==> config.mk <==
export PLATFORM = sky130hd
export DESIGN_NAME = glitch_pulse_monitor
export DESIGN_NICKNAME = d
export VERILOG_FILES = /design/src/rtl/glitch_pulse_monitor.sv
export SDC_FILE = /design/constraint.sdc
export NUM_CORES = 1
export LEC_CHECK = 0
export CAP_MARGIN = 20
export CORE_MARGIN = 1.5
export CORE_UTILIZATION = 35
export DETAILED_ROUTE_END_ITERATION = 10
export DONT_BUFFER_PORTS = 1
export PLACE_DENSITY = 0.55
export SLEW_MARGIN = 20
export SYNTH_ARGS = -nofsm -noshare
export SYNTH_HDL_FRONTEND = slang
export SYNTH_SLANG_ARGS = --single-unit
==> constraint.sdc <==
create_clock -name clk -period 4.2 [get_ports clk]
set_clock_uncertainty 0.2 [all_clocks]
set_input_delay 0.63 -clock clk [delete_from_list [all_inputs] [get_ports clk]]
set_output_delay 0.63 -clock clk [all_outputs]
set_load 0.005 [all_outputs]
==> src/rtl/glitch_pulse_monitor.sv <==
// Purpose: timestamps trigger->pulse delay and pulse width of a looped-back glitch pulse.
// Latency: inputs reach the FSM SYNC_STAGES+1 cycles after they change; the result is valid one cycle after the pulse falls.
// Backpressure: the result is held in DONE until meas_valid_o && meas_ready_i; nothing is measured meanwhile.
//
// Ports: clk/rst_n (async active-low); arm_i starts a measurement from IDLE;
//   trigger_i/pulse_i are asynchronous lines under test; busy_o = not IDLE;
//   meas_valid_o/meas_ready_i result handshake; delay_o, width_o (CNT_W, saturating),
//   pulse_cnt_o (8b, saturating), timeout_o (a counter saturated).
// Build option: define GLITCH_PULSE_MON_BURST_EN to count a burst of pulses,
//   ending after GAP_CYCLES consecutive low cycles.
module glitch_pulse_monitor #(
  parameter int CNT_W       = 24,
  parameter int SYNC_STAGES = 2,   // must be >= 2
  parameter int GAP_CYCLES  = 256
) (
  input  logic             clk,
  input  logic             rst_n,
  input  logic             arm_i,
  input  logic             trigger_i,
  input  logic             pulse_i,
  output logic             busy_o,
  output logic             meas_valid_o,
  input  logic             meas_ready_i,
  output logic [CNT_W-1:0] delay_o,
  output logic [CNT_W-1:0] width_o,
  output logic [7:0]       pulse_cnt_o,
  output logic             timeout_o
);

  localparam logic [CNT_W-1:0] CNT_MAX = '1;
  localparam logic [CNT_W-1:0] CNT_ONE = CNT_W'(1);

  typedef enum logic [2:0] {
    S_IDLE,
    S_ARMED,
    S_DELAY,
    S_WIDTH,
`ifdef GLITCH_PULSE_MON_BURST_EN
    S_GAP,
`endif
    S_DONE
  } state_t;

  state_t           state, state_n;
  logic [CNT_W-1:0] delay_q, delay_n;
  logic [CNT_W-1:0] width_q, width_n;
  logic [7:0]       pcnt_q, pcnt_n;
  logic             tmo_n;

`ifdef GLITCH_PULSE_MON_BURST_EN
  localparam int               GAP_W    = $clog2(GAP_CYCLES + 1);
  localparam logic [GAP_W-1:0] GAP_LAST = GAP_W'(GAP_CYCLES);
  localparam logic [GAP_W-1:0] GAP_ONE  = GAP_W'(1);
  logic [GAP_W-1:0] gap_q, gap_n;
`else
  // GAP_CYCLES only matters in burst mode.
  logic unused_gap_cfg;
  assign unused_gap_cfg = (GAP_CYCLES != 0);
`endif

  // Identical chains on both lines, plus one edge-detect flop each, so the
  // two paths have equal latency and the measured delay is unskewed.
  logic [SYNC_STAGES-1:0] trig_sync, pulse_sync;
  logic                   trig_prev, pulse_prev;
  logic                   trig_s, pulse_s, trig_rise, pulse_rise;

  always_ff @(posedge clk or negedge rst_n) begin
    if (!rst_n) begin
      trig_sync  <= '0;
      pulse_sync <= '0;
      trig_prev  <= 1'b0;
      pulse_prev <= 1'b0;
    end else begin
      trig_sync  <= {trig_sync[SYNC_STAGES-2:0], trigger_i};
      pulse_sync <= {pulse_sync[SYNC_STAGES-2:0], pulse_i};
      trig_prev  <= trig_s;
      pulse_prev <= pulse_s;
    end
  end

  assign trig_s     = trig_sync[SYNC_STAGES-1];
  assign pulse_s    = pulse_sync[SYNC_STAGES-1];
  assign trig_rise  = trig_s & ~trig_prev;
  assign pulse_rise = pulse_s & ~pulse_prev;

  function automatic logic [CNT_W-1:0] sat_inc(input logic [CNT_W-1:0] v);
    return (v == CNT_MAX) ? v : v + CNT_ONE;
  endfunction

  always_comb begin
    state_n = state;
    delay_n = delay_q;
    width_n = width_q;
    pcnt_n  = pcnt_q;
    tmo_n   = 1'b0;
`ifdef GLITCH_PULSE_MON_BURST_EN
    gap_n   = gap_q;
`endif
    case (state)
      S_IDLE: begin
        if (arm_i) begin
          state_n = S_ARMED;
          delay_n = '0;
          width_n = '0;
          pcnt_n  = 8'd0;
`ifdef GLITCH_PULSE_MON_BURST_EN
          gap_n   = '0;
`endif
        end
      end
      S_ARMED: begin
        // A pulse rise without a trigger rise is ignored here.
        if (trig_rise) begin
          delay_n = '0;
          if (pulse_rise) begin
            state_n = S_WIDTH;
            width_n = CNT_ONE;
            pcnt_n  = 8'd1;
          end else begin
            state_n = S_DELAY;
          end
        end
      end
      S_DELAY: begin
        // The pulse-rise cycle is counted too, so delay = rise-to-rise distance.
        delay_n = sat_inc(delay_q);
        if (pulse_rise) begin
          state_n = S_WIDTH;
          width_n = CNT_ONE;
          pcnt_n  = 8'd1;
        end else if (delay_n == CNT_MAX) begin
          state_n = S_DONE;
          tmo_n   = 1'b1;
        end
      end
      S_WIDTH: begin
        if (!pulse_s) begin
`ifdef GLITCH_PULSE_MON_BURST_EN
          // The falling-edge cycle is already the first low cycle of the gap.
          state_n = S_GAP;
          gap_n   = GAP_ONE;
`else
          state_n = S_DONE;
`endif
        end else begin
          width_n = sat_inc(width_q);
          if (width_n == CNT_MAX) begin
            state_n = S_DONE;
            tmo_n   = 1'b1;
          end
        end
      end
`ifdef GLITCH_PULSE_MON_BURST_EN
      S_GAP: begin
        if (pulse_s) begin
          gap_n = '0;
          if (pulse_rise && (pcnt_q != 8'hFF)) pcnt_n = pcnt_q + 8'd1;
        end else begin
          gap_n = gap_q + GAP_ONE;
          if (gap_n == GAP_LAST) state_n = S_DONE;
        end
      end
`endif
      S_DONE: begin
        if (meas_ready_i) state_n = S_IDLE;
      end
      default: state_n = S_IDLE;
    endcase
  end

  always_ff @(posedge clk or negedge rst_n) begin
    if (!rst_n) begin
      state   <= S_IDLE;
      delay_q <= '0;
      width_q <= '0;
      pcnt_q  <= 8'd0;
`ifdef GLITCH_PULSE_MON_BURST_EN
      gap_q   <= '0;
`endif
    end else begin
      state   <= state_n;
      delay_q <= delay_n;
      width_q <= width_n;
      pcnt_q  <= pcnt_n;
`ifdef GLITCH_PULSE_MON_BURST_EN
      gap_q   <= gap_n;
`endif
    end
  end

  // Result registers load only on entry to DONE; the previous result stays
  // visible throughout the next measurement.
  logic load_result;
  assign load_result = (state_n == S_DONE) && (state != S_DONE);

  always_ff @(posedge clk or negedge rst_n) begin
    if (!rst_n) begin
      delay_o     <= '0;
      width_o     <= '0;
      pulse_cnt_o <= 8'd0;
      timeout_o   <= 1'b0;
    end else if (load_result) begin
      delay_o     <= delay_n;
      width_o     <= width_n;
      pulse_cnt_o <= pcnt_n;
      timeout_o   <= tmo_n;
    end
  end

  assign busy_o       = (state != S_IDLE);
  assign meas_valid_o = (state == S_DONE);

endmodule

==> impl_metrics.tcl, run 1 <==
set metrics [dict create \
    hold-worst-slack_ps 25.7 \
    fp-row-count 48 \
    netlist_area_sq_um 6290 \
    synth_cell_types 67 \
    antenna_found_initial 0 \
    ant_nets 0 \
    syn_nets 618 \
    synth_ff_type "dfrtp_1" \
    grt_pass1_wl_um 25100 \
    synth.area.top_cells "dfrtp_1 49%, mux2_4 6.9%, mux2_2 4.8%, o21ai_0 4.8%, nand2_1 2.8%" \
    status "finished clean" \
    hold_violations 0 \
    ios 65 \
    whs_path_depth 0 \
    clk_latency_ps 430 \
    synth_edf_count 0 \
    r2r_setup_slack_ps 280 \
    nNetsFinal 608 \
    startpoint_type "flop" \
    holdPathEnd "pulse_sync[0]" \
    die_y_um 137 \
    initial_core_util_pct 36.1 \
    antenna_cells 0 \
    min_path_type "primary input to flop" \
    final_util_pct 40.7 \
    syn_inst 610 \
    fin_crit_ps 3920 \
    fmax_mhz 255 \
    htreeDepth 4 \
    postSynthAreaPerCell_sq_um 10.3 \
    portBuffers 0 \
    worstPathRequired_ps 4310 \
    cap_viol_max_count 0 \
    ys_ff_latch 122 \
    fin_ws_ps 281 \
    synth_top_area_share_pct 48.6 \
    period_share_pct 93.3 \
    tritoncts "done" \
    place.gp.congestion 0.875 \
    core_sq_um 17400 \
    reg2reg_depth 10 \
    ys_seq_area_share_pct 48.6 \
    fin_total_pwr_mw 3.98 \
    grt.overflow.total 0 \
    drive_gt1_share_pct 17.8 \
    drc_errors 0 \
    synthArstFlopShare_pct 100 \
    grt_max_degree 123 \
    timing.rr.end "delay_o[13]" \
    area_delta_synth_final_pct 12.9 \
    drv_slew 0 \
    path_class "flop to flop" \
    power_density_nw_per_um2 561 \
    worstPathMaxFanout 36 \
    clockBufferDepth 2 \
    setup_viol 0 \
    grt_pass1_vias 4585 \
    dr_total_vias 4897 \
    vias_per_cell 5.84 \
    relSlewSlack_pct 47.4 \
    numCtsBuffers 17 \
    regToRegStartpoint "delay_q[0]" \
    drt_wl_total_um 15600 \
    min_from "pulse_i" \
    setup.worst_path.end_class "flop" \
    max-vdd-ir-drop_mv 0.340 \
    layout_common_cells "122 x dfrtp_1, 60 x o21ai_0, 47 x nand2_1, 37 x nor2_1, 29 x mux2_4" \
    drt_iter0_drc 425 \
    ys_warn_count 0 \
    die_w_um 137 \
    place_ws_ps 287 \
    tns_ps 0 \
    post-synth-top-area-cell "dfrtp_1" \
    track_usage_pct 17.4 \
    cts.sinks 122 \
    critPathArrivalTime_ps 4020 \
    drt_pass1_iterations 5 \
    leakagePower_nw 3.05 \
    rsz0062_at_grt "no" \
    root_buffer "clkbuf_16" \
    layout_commonest_cell "dfrtp_1" \
    worst-slew-pin-transition_ps 789 \
    hpwl_um 10400 \
    routedWlPerCell_um 18.7 \
    clk_pin_slew_ps 60 \
    die_area_sq_um 18800 \
]
## repair_timing
item,4_1_cts,5_1_grt
hold buffers,2,0
setup endpoints to repair,0,0
resized for setup,0,0
buffers inserted,0,0
hold endpoints to repair,122,0
## cells by family (layout without fill, tap and decap cells)
group	Yosys count	after routing	synth area share, %
AND/OR/NAND/NOR	207	207	17.9
XOR/XNOR	11	11	1.53
multiplexers	56	56	11.8
AO/OA/AOI/OAI	165	165	16.5
flip-flops	122	122	48.6
adder cells (fa/ha/maj)	2	2	0.398
buffers and inverters	47	50	3.40
## cell type report
class	instances	area, sq um
Clock buffer	19	443
Clock inverter	13	146
Inverter	7	26.3
Fill cell	1713	10300
Tap cell	225	282
Sequential cell	122	3050
Timing Repair Buffer	11	118
Multi-Input combinational cell	441	3030
## state kept, by name, summed over array words and instances (netlist names)
signal / count
pcnt_q: 8
pulse_prev: 1
timeout_o: 1
pulse_sync: 2
delay_q: 24
trig_sync: 2
width_o: 24
width_q: 24
trig_prev: 1
state: 3
delay_o: 24
pulse_cnt_o: 8
## synth_stat cells (all sizes together) (5+ instances only)
library cell,number
dfrtp,122
o21ai,61
mux2,56
nand2,47
nor2,37
a21oi,30
clkbuf,29
nand4,28
nand3,21
a31oi,20
nor3,14
buf,11
o31ai,10
and2,8
and3,8
nor2b,8
inv,7
nor4,6
xnor2,6
and4,5
nand4b,5
o41ai,5
or3,5
or4,5
xor2,5
## critical path: stages (launching register included)
cell and delay, ps:
dfrtp_1 430, ha_1 360, nand4_2 210, or4_1 560, a21oi_2 170, xnor2_1 80, or4_4 550, nor4_4 390
a21oi_4 110, buf_4 330, mux2_4 370
## per-stage QoR
step	instances	cell area, sq um
after floorplan	610	6290
after global placement	804	6470
after detailed placement	804	6470
after CTS	838	7090
after global routing	838	7090
final	838	7090
## per-layer routing
| layer | share of wire [%] | track usage [%] |
|---|---|---|
| met4 | 2.1 | 8.01 |
| met3 | 5.8 | 4.41 |
| met1 | 47 | 24.1 |
| met5 | 0 | 0 |
| met2 | 45 | 25.3 |
## worst max path at each step
stage | startpoint | end | slack (ps)
after floorplan | delay_q[0] | delay_o[0] | 710
after global placement | delay_q[0] | delay_o[11] | 380
after detailed placement | delay_q[0] | delay_o[13] | 290
after CTS | delay_q[0] | delay_o[13] | 270
after global routing | delay_q[0] | delay_o[21] | 120
final | delay_q[0] | delay_o[13] | 280
## power breakdown
part	internal, mW	switching (mW)	total [mW]
Sequential	1.41	0.270	1.68
Clock	0.891	0.559	1.45
Combinational	0.385	0.466	0.851
Note: power is estimated with default switching activity, not from simulation.
==> run 2, diff against run 1 <==
--- a/config.mk
+++ b/config.mk
@@ -7,11 +7,11 @@
 export LEC_CHECK = 0
 export CAP_MARGIN = 20
 export CORE_MARGIN = 1.5
-export CORE_UTILIZATION = 35
+export CORE_UTILIZATION = 30
 export DETAILED_ROUTE_END_ITERATION = 10
 export DONT_BUFFER_PORTS = 1
-export PLACE_DENSITY = 0.55
-export SLEW_MARGIN = 20
+export PLACE_DENSITY = 0.5
+export SLEW_MARGIN = 5
 export SYNTH_ARGS = -nofsm -noshare
 export SYNTH_HDL_FRONTEND = slang
 export SYNTH_SLANG_ARGS = --single-unit
==> run 2 against run 1 <==
Net effect: the flow now finishes with violations (hold timing); utilization decreased by 5.4 points; critical path type unchanged; clock-buffer cell count shrank 1; design area is 1.5% higher; critical path depth is the same; power rose by 3.3%; combinational power rose by 1%; clock power rose by 8%; largest cell class unchanged; via count is 1.4% lower; routed wire length up 3.3%; cell count increased by 5.3%; global-route usage is 2.0 points lower; sequential share of layout area shrank 0.64 points.
==> impl_metrics.tcl, run 2 (same netlist as run 1, synthesis figures left out) <==
set metrics [dict create \
    drt_pass1_iterations 5 \
    core_sq_um 20400 \
    nNetsFinal 607 \
    drc_errors 0 \
    min_path_type "primary input to asynchronous set/reset pin" \
    cp.depth 10 \
    timing.rr.end "delay_o[10]" \
    clockBufferDepth 2 \
    rsz0062_at_grt "no" \
    grt_pass1_wl_um 26400 \
    p_switching_mw 1.30 \
    worstPathMaxFanout 28 \
    cts.sinks 122 \
    root_buffer "clkbuf_16" \
    crit_family "simple AND/OR/NAND/NOR gates" \
    grt_pass1_vias 4709 \
    status "finished with violations" \
    hold_violations 59 \
    intPower_mw 2.81 \
    fmax_mhz 257 \
    endpoint "delay_o[10]" \
    power_density_nw_per_um2 571 \
    max-vdd-ir-drop_mv 0.365 \
    hold-worst-slack_ps -46.9 \
    dr_total_vias 4826 \
    die_y_um 148 \
    period_share_pct 92.6 \
    drt_iter0_drc 408 \
    die_area_sq_um 21800 \
    ant_nets 0 \
    antenna_found_initial 0 \
    relSlewSlack_pct 45.8 \
    cap_viol_max_count 0 \
    clk_latency_ps 430 \
    drv_slew 0 \
    layout_common_cells "122 x dfrtp_1, 60 x o21ai_0, 47 x nand2_1, 37 x nor2_1, 29 x mux2_4" \
    crit_slowest_cell "or4_1" \
    pwr-share-comb_pct 20.9 \
    fillers 2017 \
    seq_power_share_pct 40.8 \
    worst-slew-pin-transition_ps 813 \
    initial_core_util_pct 30.9 \
    clk_pin_slew_ps 60 \
    path_cells "ha_2, nand4_2, or4_1, a21oi_2, xnor2_1, or4_4, nor4_4, a21oi_4, buf_12, mux2_4" \
    tns_ps 0 \
    grt.overflow.total 0 \
    worstPathRequired_ps 4310 \
    startpoint_type "flop" \
    numCtsBuffers 17 \
    leakagePower_nw 3.08 \
    ios 65 \
    vias_per_cell 5.47 \
    setup_viol 0 \
    routedWlPerCell_um 18.3 \
    antenna_cells 0 \
    fp-row-count 52 \
    drt_wl_total_um 16200 \
    fin_crit_ps 3890 \
    die_w_um 148 \
    final_util_pct 35.4 \
    critPathArrivalTime_ps 4000 \
    swShare_pct 31.7 \
    place.gp.congestion 0.862 \
    hpwl_um 10900 \
    startpoint "delay_q[0]" \
    setup.worst_path.end_class "flop" \
    clock_power_share_pct 38.2 \
    grt_max_degree 123 \
    layout_commonest_cell "dfrtp_1" \
    r2r_setup_slack_ps 310 \
    reg2reg_depth 10 \
    slowest_delay_ps 570 \
    track_usage_pct 15.4 \
    regToRegStartpoint "delay_q[0]" \
    htreeDepth 4 \
    violations "hold timing" \
    crit_buf_inv 1 \
    tritoncts "done" \
    path_class "flop to flop" \
    area_delta_synth_final_pct 14.6 \
    portBuffers 0 \
    drive_gt1_share_pct 18.1 \
]
-- run 2: power groups by stage --
stage | Sequential, mW | Clock [mW] | Combinational [mW]
floorplan | 1.57 | 0 | 0.711
global placement | 1.70 | 0 | 0.825
detailed placement | 1.70 | 0 | 0.847
CTS | 1.69 | 1.61 | 0.871
global route | 1.73 | 1.67 | 0.957
finish | 1.68 | 1.57 | 0.860
-- run 2: area by class of cell --
type / count / area (sq um) / share of cell area [%]
multi-input combinational: 441 / 3030 / 42.1
inverter: 7 / 26.3 / 0.365
tap: 270 / 338 / 4.69
sequential: 122 / 3050 / 42.4
clock inverter: 14 / 196 / 2.73
timing repair buffer: 10 / 120 / 1.67
clock buffer: 18 / 439 / 6.10
-- run 2: worst min path at each step --
stage | from | end | cells after the start | slack, ps
3_5_place_dp | rst_n | width_o[6] | 0 | 140
6_report | rst_n | width_q[3] | 1 | -50
3_3_place_gp | rst_n | width_o[2] | 0 | 140
4_1_cts | rst_n | width_q[3] | 1 | 0.2
5_1_grt | rst_n | width_q[3] | 1 | 9
2_1_floorplan | rst_n | delay_o[0] | 0 | 130
-- run 2: what timing repair did --
action	4_1_cts	5_1_grt
hold buffers	1	0
setup buffers	0	0
endpoints found under the setup margin	0	10
hold endpoints to repair	122	0
gates resized for setup	0	1
-- run 2: stage by stage --
stage | power (mW) | setup WS (ps) | cells | area [sq um] | hold slack, ps
5_1_grt | 4.35 | 78.9 | 882 | 7200 | 9.12
3_3_place_gp | 2.52 | 341 | 849 | 6540 | 136
4_1_cts | 4.17 | 226 | 882 | 7200 | 0.203
3_5_place_dp | 2.55 | 250 | 849 | 6540 | 138
6_report | 4.11 | 311 | 882 | 7200 | -46.9
2_1_floorplan | 2.28 | 708 | 610 | 6290 | 131
-- run 2: metal layers --
metal | vias to the layer above | GRT usage [%] | wire (um) | share of wire, %
met3 | 21 | 3.98 | 948 | 5.9
met2 | 148 | 21.4 | 6780 | 42
met1 | 2388 | 22.4 | 8070 | 50
met5 | - | 0 | 0 | 0
met4 | 0 | 6.60 | 359 | 2.2
li1 | 2269 | - | - | -
